**src/rtl/raster_pkg.sv**
```systemverilog
// Shared types and constants for the 8x8 raster engine.
package raster_pkg;

    localparam int GRID_DIM = 8;
    localparam int COORD_W  = 3;

    typedef logic [COORD_W-1:0] coord_t;

    typedef enum logic [1:0] {
        OP_CLEAR = 2'b00,
        OP_PIXEL = 2'b01,
        OP_LINE  = 2'b10,
        OP_RECT  = 2'b11
    } opcode_t;

    typedef enum logic [1:0] {
        ST_IDLE = 2'b00,
        ST_DRAW = 2'b01,
        ST_DONE = 2'b10
    } state_t;

    // Last covered coordinate of a span, clamped to the grid edge (4-bit arithmetic).
    function automatic coord_t clip_end(input coord_t start, input coord_t len);
        logic [COORD_W:0] sum;
        sum = {1'b0, start} + {1'b0, len} - 4'd1;
        return (sum > 4'(GRID_DIM - 1)) ? coord_t'(GRID_DIM - 1) : sum[COORD_W-1:0];
    endfunction

endpackage

```
**src/rtl/raster_line_stepper.sv**
```systemverilog
// Integer Bresenham stepper: load endpoints, then one step per strobe until last.
module raster_line_stepper
    import raster_pkg::*;
(
    input  logic   clk,
    input  logic   rst,
    input  logic   load,
    input  logic   step,
    input  coord_t x1,
    input  coord_t y1,
    input  coord_t x2,
    input  coord_t y2,
    output coord_t x,
    output coord_t y,
    output logic   last
);

    // dx is |dx| (>= 0), dy is -|dy| (<= 0); err stays within +-14
    logic signed [5:0] dx, dy, err, err_n, ld_dx, ld_dy;
    logic signed [6:0] e2, dx_w, dy_w;
    logic              sx_neg, sy_neg;
    coord_t            xe, ye, x_n, y_n;

    always_comb begin
        ld_dx = (x2 >= x1) ? $signed({3'b000, x2 - x1}) : $signed({3'b000, x1 - x2});
        ld_dy = (y2 >= y1) ? -$signed({3'b000, y2 - y1}) : -$signed({3'b000, y1 - y2});
        dx_w  = {dx[5], dx};
        dy_w  = {dy[5], dy};
        e2    = {err, 1'b0};
        err_n = err;
        x_n   = x;
        y_n   = y;
        if (e2 >= dy_w) begin
            err_n = err_n + dy;
            x_n   = sx_neg ? x - 3'd1 : x + 3'd1;
        end
        if (e2 <= dx_w) begin
            err_n = err_n + dx;
            y_n   = sy_neg ? y - 3'd1 : y + 3'd1;
        end
    end

    assign last = (x == xe) && (y == ye);

    always_ff @(posedge clk or posedge rst) begin
        if (rst) begin
            x      <= '0;
            y      <= '0;
            xe     <= '0;
            ye     <= '0;
            dx     <= '0;
            dy     <= '0;
            err    <= '0;
            sx_neg <= 1'b0;
            sy_neg <= 1'b0;
        end else if (load) begin
            x      <= x1;
            y      <= y1;
            xe     <= x2;
            ye     <= y2;
            dx     <= ld_dx;
            dy     <= ld_dy;
            err    <= ld_dx + ld_dy;
            sx_neg <= (x2 < x1);
            sy_neg <= (y2 < y1);
        end else if (step) begin
            x   <= x_n;
            y   <= y_n;
            err <= err_n;
        end
    end

endmodule

```
**src/rtl/raster_engine.sv**
```systemverilog
// 8x8 framebuffer rasteriser: CLEAR / PIXEL / LINE / RECT, one write per DRAW cycle.
// Define RASTER_XOR_EN to make PIXEL, LINE and RECT toggle pixels instead of setting them.
//   state   | meaning
//   ST_IDLE | waiting for cmd_valid; only state that accepts a command
//   ST_DRAW | executing the latched command, one row or pixel per cycle
//   ST_DONE | single-cycle completion pulse, strobes still dropped
module raster_engine
    import raster_pkg::*;
(
    input  logic       clk,
    input  logic       rst,
    input  logic       cmd_valid,
    input  logic [1:0] cmd,
    input  logic [2:0] x1,
    input  logic [2:0] y1,
    input  logic [2:0] x2,
    input  logic [2:0] y2,
    input  logic [2:0] width,
    input  logic [2:0] height,
    output logic       busy,
    output logic       done,
    output logic       cmd_drop,
    input  logic [2:0] rd_row,
    output logic [7:0] rd_data
);

    state_t  state, state_n;
    opcode_t op;
    coord_t  rx, ry, rx0, rx_end, ry_end, clr_left, clr_row;
    coord_t  wr_x, wr_y, ln_x, ln_y;
    logic    rect_empty, accept, wr_en, clr_en, ln_step, ln_last;
    logic [GRID_DIM*GRID_DIM-1:0] fb;

    assign accept   = cmd_valid && (state == ST_IDLE);
    assign busy     = (state != ST_IDLE);
    assign done     = (state == ST_DONE);
    assign clr_row  = ~clr_left;   // down-counter 7..0 clears rows 0..7
    assign rd_data  = fb[{rd_row, 3'b000} +: GRID_DIM];

    raster_line_stepper u_line (
        .clk  (clk),
        .rst  (rst),
        .load (accept),
        .step (ln_step),
        .x1   (x1),
        .y1   (y1),
        .x2   (x2),
        .y2   (y2),
        .x    (ln_x),
        .y    (ln_y),
        .last (ln_last)
    );

    always_ff @(posedge clk or posedge rst) begin
        if (rst) state <= ST_IDLE;
        else     state <= state_n;
    end

    always_comb begin
        state_n = state;
        wr_en   = 1'b0;
        clr_en  = 1'b0;
        ln_step = 1'b0;
        wr_x    = ln_x;
        wr_y    = ln_y;
        case (state)
            ST_IDLE: if (accept) state_n = ST_DRAW;
            ST_DRAW: begin
                case (op)
                    OP_CLEAR: begin
                        clr_en = 1'b1;
                        if (clr_left == '0) state_n = ST_DONE;
                    end
                    OP_PIXEL: begin
                        wr_en   = 1'b1;
                        wr_x    = rx;
                        wr_y    = ry;
                        state_n = ST_DONE;
                    end
                    OP_LINE: begin
                        wr_en = 1'b1;
                        if (ln_last) state_n = ST_DONE;
                        else         ln_step = 1'b1;
                    end
                    default: begin
                        wr_x = rx;
                        wr_y = ry;
                        if (rect_empty) begin
                            state_n = ST_DONE;
                        end else begin
                            wr_en = 1'b1;
                            if ((rx == rx_end) && (ry == ry_end)) state_n = ST_DONE;
                        end
                    end
                endcase
            end
            ST_DONE: state_n = ST_IDLE;
            default: state_n = ST_IDLE;
        endcase
    end

    always_ff @(posedge clk or posedge rst) begin
        if (rst) begin
            op         <= OP_CLEAR;
            rx         <= '0;
            ry         <= '0;
            rx0        <= '0;
            rx_end     <= '0;
            ry_end     <= '0;
            rect_empty <= 1'b0;
            clr_left   <= '0;
        end else if (accept) begin
            op         <= opcode_t'(cmd);
            rx         <= x1;
            ry         <= y1;
            rx0        <= x1;
            rx_end     <= clip_end(x1, width);
            ry_end     <= clip_end(y1, height);
            rect_empty <= (width == '0) || (height == '0);
            clr_left   <= coord_t'(GRID_DIM - 1);
        end else if (state == ST_DRAW) begin
            if (op == OP_CLEAR) clr_left <= clr_left - 3'd1;
            if ((op == OP_RECT) && !rect_empty) begin
                if (rx == rx_end) begin
                    rx <= rx0;
                    ry <= ry + 3'd1;
                end else begin
                    rx <= rx + 3'd1;
                end
            end
        end
    end

    always_ff @(posedge clk or posedge rst) begin
        if (rst) begin
            cmd_drop <= 1'b0;
        end else if (cmd_valid && busy) begin
            cmd_drop <= 1'b1;
        end
    end

    always_ff @(posedge clk or posedge rst) begin
        if (rst) begin
            fb <= '0;
        end else if (clr_en) begin
            fb[{clr_row, 3'b000} +: GRID_DIM] <= '0;
        end else if (wr_en) begin
`ifdef RASTER_XOR_EN
            fb[{wr_y, wr_x}] <= ~fb[{wr_y, wr_x}];
`else
            fb[{wr_y, wr_x}] <= 1'b1;
`endif
        end
    end

endmodule

```
**config.mk**
```make
export PLATFORM = sky130hd
export DESIGN_NAME = raster_engine
export DESIGN_NICKNAME = d
export VERILOG_FILES = /design/src/rtl/raster_pkg.sv /design/src/rtl/raster_line_stepper.sv /design/src/rtl/raster_engine.sv
export SDC_FILE = /design/constraint.sdc
export NUM_CORES = 1
export LEC_CHECK = 0
export CAP_MARGIN = 20
export CORE_MARGIN = 1.5
export CORE_UTILIZATION = 50
export CTS_BUF_LIST = sky130_fd_sc_hd__clkbuf_16
export DETAILED_ROUTE_END_ITERATION = 7
export PLACE_DENSITY = 0.76
export SYNTH_ARGS = -nofsm -noshare
export SYNTH_HDL_FRONTEND = slang
export SYNTH_SLANG_ARGS = --single-unit
```
**constraint.sdc**
```tcl
create_clock -name clk -period 3.61 [get_ports clk]
set_input_delay 0.722 -clock clk [delete_from_list [all_inputs] [get_ports clk]]
set_output_delay 0.722 -clock clk [all_outputs]
set_load 0.05 [all_outputs]
```
**Yosys cells after proc, flatten, opt, wreduce, memory -nomap -nowiden**

Index checks and enable logic that the tools add are counted.

- Logic and storage cells: 150
- RAM bits: 0
- Bits in latches: 0
- Memories: 0
- Register bits: 117
- Bits of input ports: 26
- Output and inout port bits: 11
- Bits in read-only memories: 0

- Reductions and logical operators: 30
- Eq/ne operators: 13
- Divide/modulo/power cells: 0
- Multiply operators: 0
- $lt $le $gt $ge: 10
- Add/subtract/negate cells: 21
- Shift-type cells: 3
- Multiplexer cells: 51
- Bitwise gates (word level): 2

Operator list:

| operator | count |
|---|---|
| two-way mux 64 bit | 2 |
| two-way mux 3 bit | 26 |
| bitwise mux 64 bit | 1 |
| OR 64 bit | 1 |
| variable shift 8 x 8 -> 64 bit (first input constant) | 1 |
| indexed part select 64 x 7 -> 8 bit | 1 |
| indexed part select 8 x 8 -> 64 bit (first input constant) | 1 |
| two-way mux 6 bit | 5 |
| nonzero test 2 bit | 9 |
| adder 3 x 1 -> 3 bit (second input constant) | 4 |
| == test 3 bit | 4 |
| negator 3 -> 6 bit | 2 |
| subtractor 3 bit | 4 |
| two-way mux 2 bit | 5 |
| logical NOT 3 bit | 3 |
| subtractor 3 x 1 -> 3 bit (second input constant) | 3 |
| adder 3 x 3 -> 4 bit | 2 |
| > comparator 4 x 3 -> 1 bit (second input constant) | 2 |
| two-way mux 1 bit | 8 |
| negator 6 -> 8 bit | 1 |
| AND reduction 2 bit | 4 |
| subtractor 4 x 1 -> 4 bit (second input constant) | 2 |
| greater-or-equal comparator 7 x 6 -> 1 bit | 1 |
| <= comparator 7 x 4 -> 1 bit | 1 |
| other kinds (24) | 37 |

**Depth between registers and ports, before layout**

- Depth in word-level cells: 11
- Mapped depth: 17
- Mapped depth without buffers: 16

**Modules after synthesis**

From an unflattened synthesis, not the netlist that was laid out.

- Cell total of the unflattened synthesis: 754
- Area total of the unflattened synthesis: 7701.1 um^2

By module, submodules not included:

| module | area an instance (um^2) | seq. area each (um^2) | cells each | times used |
|---|---|---|---|---|
| raster_engine | 5117.4 | 2202.1 | 477 | 1 |
| raster_line_stepper | 2583.7 | 700.7 | 277 | 1 |

**Worst setup path after synthesis**

No wires, ideal clock.

- Path type: register -> register
- Start point: reg u_line.err[4]
- End point: reg u_line.err[4]
- Setup time: 0.135 ns
- Stages on the path, launching flop included: 17
- Slack: 0.440 ns
- Data required time: 3.475 ns
- Buffers on the path: 1
- Clock period less this slack: 3.170 ns
- Data arrival time: 3.035 ns
- Path through: dfrtp_1 ha_1 or4b_1 o21ai_1 a41oi_1 buf_2 nand2_1 nand2_1 ha_1 fa_1 a21oi_1 nor2_1 xor2_1 o21ai_1 a21oi_1 o21ai_1 o21ai_0

- Longest elaborated chain between the ends: 6
- Elaborated cells between the ends (all ways): 8
- Those cells by class: add/sub: 2; order compare: 2; mux: 4

RTL lines:

| what | line | source |
|---|---|---|
| start, declared | raster_line_stepper.sv:19 | `logic signed [5:0] dx, dy, err, err_n, ld_dx, ld_dy;` |
| start signal, assigned | raster_line_stepper.sv:63 | `err <= ld_dx + ld_dy;` |
| start signal, assigned | raster_line_stepper.sv:69 | `err <= err_n;` |
| adder 6 bit / greater-or-equal comparator 7 x 6 -> 1 bit (equally long branches) | raster_line_stepper.sv:34, raster_line_stepper.sv:33 |  |
| two-way mux 6 bit | raster_line_stepper.sv:33 | `if (e2 >= dy_w) begin` |
| adder 6 x 4 -> 6 bit | raster_line_stepper.sv:38 | `err_n = err_n + dx;` |
| two-way mux 6 bit (*) | raster_line_stepper.sv:37 | `if (e2 <= dx_w) begin` |
| two-way mux 6 bit (*) | raster_line_stepper.sv:66 | `end else if (step) begin` |
| two-way mux 6 bit (*) | raster_line_stepper.sv:56 | `end else if (load) begin` |

Every way passes the cells marked *; elsewhere a longest branch is shown, timed or not. The select of a mux whose other input is x is not followed.
A chain may end at the register's enable or synchronous reset.

**Worst setup path after layout**

- Start point: in y1[0]
- End point: reg u_line.err[5]

- Longest elaborated chain between the ends: 5
- Elaborated cells between the ends (all ways): 8
- Those cells by class: add/sub: 5; order compare: 1; mux: 2

RTL lines:

| what | line | source |
|---|---|---|
| start, declared | raster_engine.sv:15 | `input logic [2:0] y1,` |
| subtractor 3 bit | raster_line_stepper.sv:26 | `ld_dy = (y2 >= y1) ? -$signed({3'b000, y2 - y1}) : -$signed({3'b000, y1 - y2});` |
| negator 3 -> 6 bit | raster_line_stepper.sv:26 |  |
| two-way mux 6 bit (*) | raster_line_stepper.sv:26 |  |
| named net u_line.ld_dy[2] | raster_line_stepper.sv:19 |  |
| adder 4 x 6 -> 6 bit (*) | raster_line_stepper.sv:63 |  |
| two-way mux 6 bit (*) | raster_line_stepper.sv:56 |  |

Mark *: on every way through the listed nets, which the timed path passes. The rest lies on a longest branch.

==> impl_metrics.ini <==
[run_status]
status = finished clean

[timing]
finalClockSkew_ns = 0.00747
setup_viol = 0
slew_headroom_pct = 52.3
setup_ws_ns = 0.170
finalHoldViolCount = 0
rsz0062_at_grt = no
fmax_mhz = 291
period_needed_ns = 3.44
worst_slew_pin_slew_ns = 0.711
final_min_period_over_clock_period_pct = 95.3
slew_viol_final = 0

[placement]
dp_hpwl_um = 12900
placement.io_buffers = 36
place.gp.congestion = 0.864
dp_slack_ns = -0.220
dpl_cell_area_mm2 = 0.00807

[synth]
syn_inst = 745
synthAdderAreaFrac_pct = 11.6
muxShareOfSynthArea_pct = 9.61
synth_nets = 832
ys_ff_latch = 116
synth_largest_area_cell = dfrtp_1
synth_top_family_by_area = simple AND/OR/NAND/NOR gates
synth-xor-area-share_pct = 3.97
ys_seq_area_share_pct = 39.9
synth_flop_cell = dfrtp_1
synth_cell_type_count = 61
synthTopCellsByArea = dfrtp_1 (40%), ha_1 (8.6%), a21oi_1 (6.2%), nor2_1 (5.4%), mux4_2 (5.0%)
synth_compound_area_share_pct = 13.8
async_flop_share_pct = 100
postSynthAreaPerCell_um2 = 9.77
ys_warn_count = 0
yosysTopAreaCellShare_pct = 39.9
synth_edf_count = 0
syn-cell-area_mm2 = 0.00728
synth-simple-area-share_pct = 16.4

[drt]
routed_wl_um = 17400
drtIter0Drc = 430
vias_per_cell = 5.68
vias = 5736
wire_per_inst_um = 17.2
postRouteAntennaNets = 0
first_pass_iters = 5
route.detailed.drc = 0

[grt]
grt_first_pass_wirelength_um = 29000
overflow = 0
grt_pass1_vias = 5976
use_met3_pct = 5.77
grt_usage_pct = 24.5
busiest_layer = met2
grt.met2_usage_pct = 42.2
grt_max_degree = 117
antenna_found_initial = 0
grt_use_met1_pct = 30.0

[clock_tree]
clk_path_buf_depth = 2
cts_setup_buffers = 0
clockRootBuffer = clkbuf_16
cts-buffers-inserted = 17
clk_pin_slew_ns = 0.05
h-tree-depth = 4
clock_latency_ns = 0.42
clock_sinks = 116
cts_tree = built
cts_hold_buf = 0

[floorplan]
initial_core_util_pct = 51.8
core.rowCount = 43
core_mm2 = 0.0140
die_x_um = 124
die_area_mm2 = 0.0153
num_io_pins = 37
die_h_um = 124

[pwr]
ir_drop_v = 0.000717
power_density_mw_per_mm2 = 942
p_leak_nw = 4.18

[critical_path]
path_buf_inv = 3
crit_top_cell = ha_1
crit_type = in -> reg
critPathSlowestCell = clkdlybuf4s50_1
cp.arrival_ns = 3.77
endpoint_kind = flip-flop
path_cells = clkdlybuf4s50_1 -> ha_1 -> inv_1 -> fa_1 -> inv_1 -> ha_1 -> ha_1 -> mux2_2 -> ha_1 -> a21oi_1 -> nor2_1 -> o21ai_0 -> o31ai_1 -> a21oi_1
slowest_delay_ns = 0.51
cp.required_ns = 3.94
cpLargestDelayFamily = adder cells
path_max_fanout = 3
cp-start-kind = primary input

[flow_run]
drv_cap = 0

[final_layout]
drive_above_1_share_pct = 18.0
nets = 904
final_common_cell = dfrtp_1
layout_common_cells = dfrtp_1 (116), nor2_1 (105), a21oi_1 (90), inv_1 (62), nand2_1 (59)
diodes = 0
area_growth_syn_to_layout_pct = 19.7
fill_cells = 1119
fin_area_mm2 = 0.00871

[worst_hold_path]
min_path_type = reg -> reg
-- report_power, final --
part | internal [W] | switching, W
Sequential | 0.00182 | 0.000471
Clock | 0.00114 | 0.000612
Combinational | 0.00174 | 0.00242
-- cells in the mapped netlist, types with 9 or more instances --
cell and number:
a21o_1 10, a21oi_1 90, clkbuf_1 14, dfrtp_1 116, fa_1 11, ha_1 50
inv_1 63, mux2_2 15, mux2i_1 11, mux4_2 16, nand2_1 59, nor2_1 105
nor3_4 9, o21ai_0 31, o21ai_1 10, xnor2_1 19, xor2_1 14
-- kinds of logic after synthesis --
logic type,count (synthesis)
simple gates,227
compound gates,177
flops,116
buf+inv,86
fa+ha+maj,61
mux,45
xor+xnor,33
-- per-layer routing --
metal	wire (µm)	vias to the layer above
met2	8820	161
met5	0	-
met1	7450	2827
met3	741	31
met4	357	0
li1	-	2717
-- through the flow --
stage	util, %	hold slack, ns	setup TNS [ns]	cells	total power, W
finish	62.0	0.448	0	1009	0.00820
CTS	61.9	0.455	0	1009	0.00813
global route	62.0	0.477	0	1009	0.00878
detailed placement	57.5	0.443	-0.725	978	0.00632
global placement	57.5	0.443	-0.150	978	0.00611
floorplan	-	0.446	0	745	0.00528
-- final timing paths --
check / start / endpoint / slack, ns / depth (start not counted)
worst max register to register: u_line.err[0] / u_line.err[4] / 0.25 / 15
max in group asynchronous: rst / ry_end[1] / 2.32 / 3
worst min-delay path: cmd_drop / cmd_drop / 0.45 / 1
min in group asynchronous: rst / fb[47] / 0.82 / 3
worst min register to register: cmd_drop / cmd_drop / 0.45 / 1
worst max-delay path: y1[0] / u_line.err[5] / 0.17 / 14
-- cell type report --
class                   instances  area [µm²]  area share, %
inverters                      63         240           2.76
clock inverters                14         186           2.14
flip-flops and latches        116        2900           33.3
repair buffers                 76         666           7.64
well taps                     180         225           2.59
clock buffers                  17         425           4.88
multi-input cells             543        4060           46.7
-- flip-flops by register name (all words and copies together), names as in the netlist --
name / flops
u_line.y: 3
rx_end: 3
u_line.ye: 3
rx0: 3
u_line.x: 3
cmd_drop: 1
rx: 3
fb: 64
op: 2
ry_end: 3
u_line.sy_neg: 1
state: 2
ry: 3
rect_empty: 1
u_line.sx_neg: 1
u_line.err: 6
clr_left: 3
u_line.xe: 3
u_line.dy: 5
u_line.dx: 3
-- timing repair --
item / in CTS / in global routing
setup endpoints to repair: 1 / 1
endpoints found under the hold margin: 0 / 0
resized for setup: 1 / 5
Note: power is estimated with default switching activity, not from simulation.
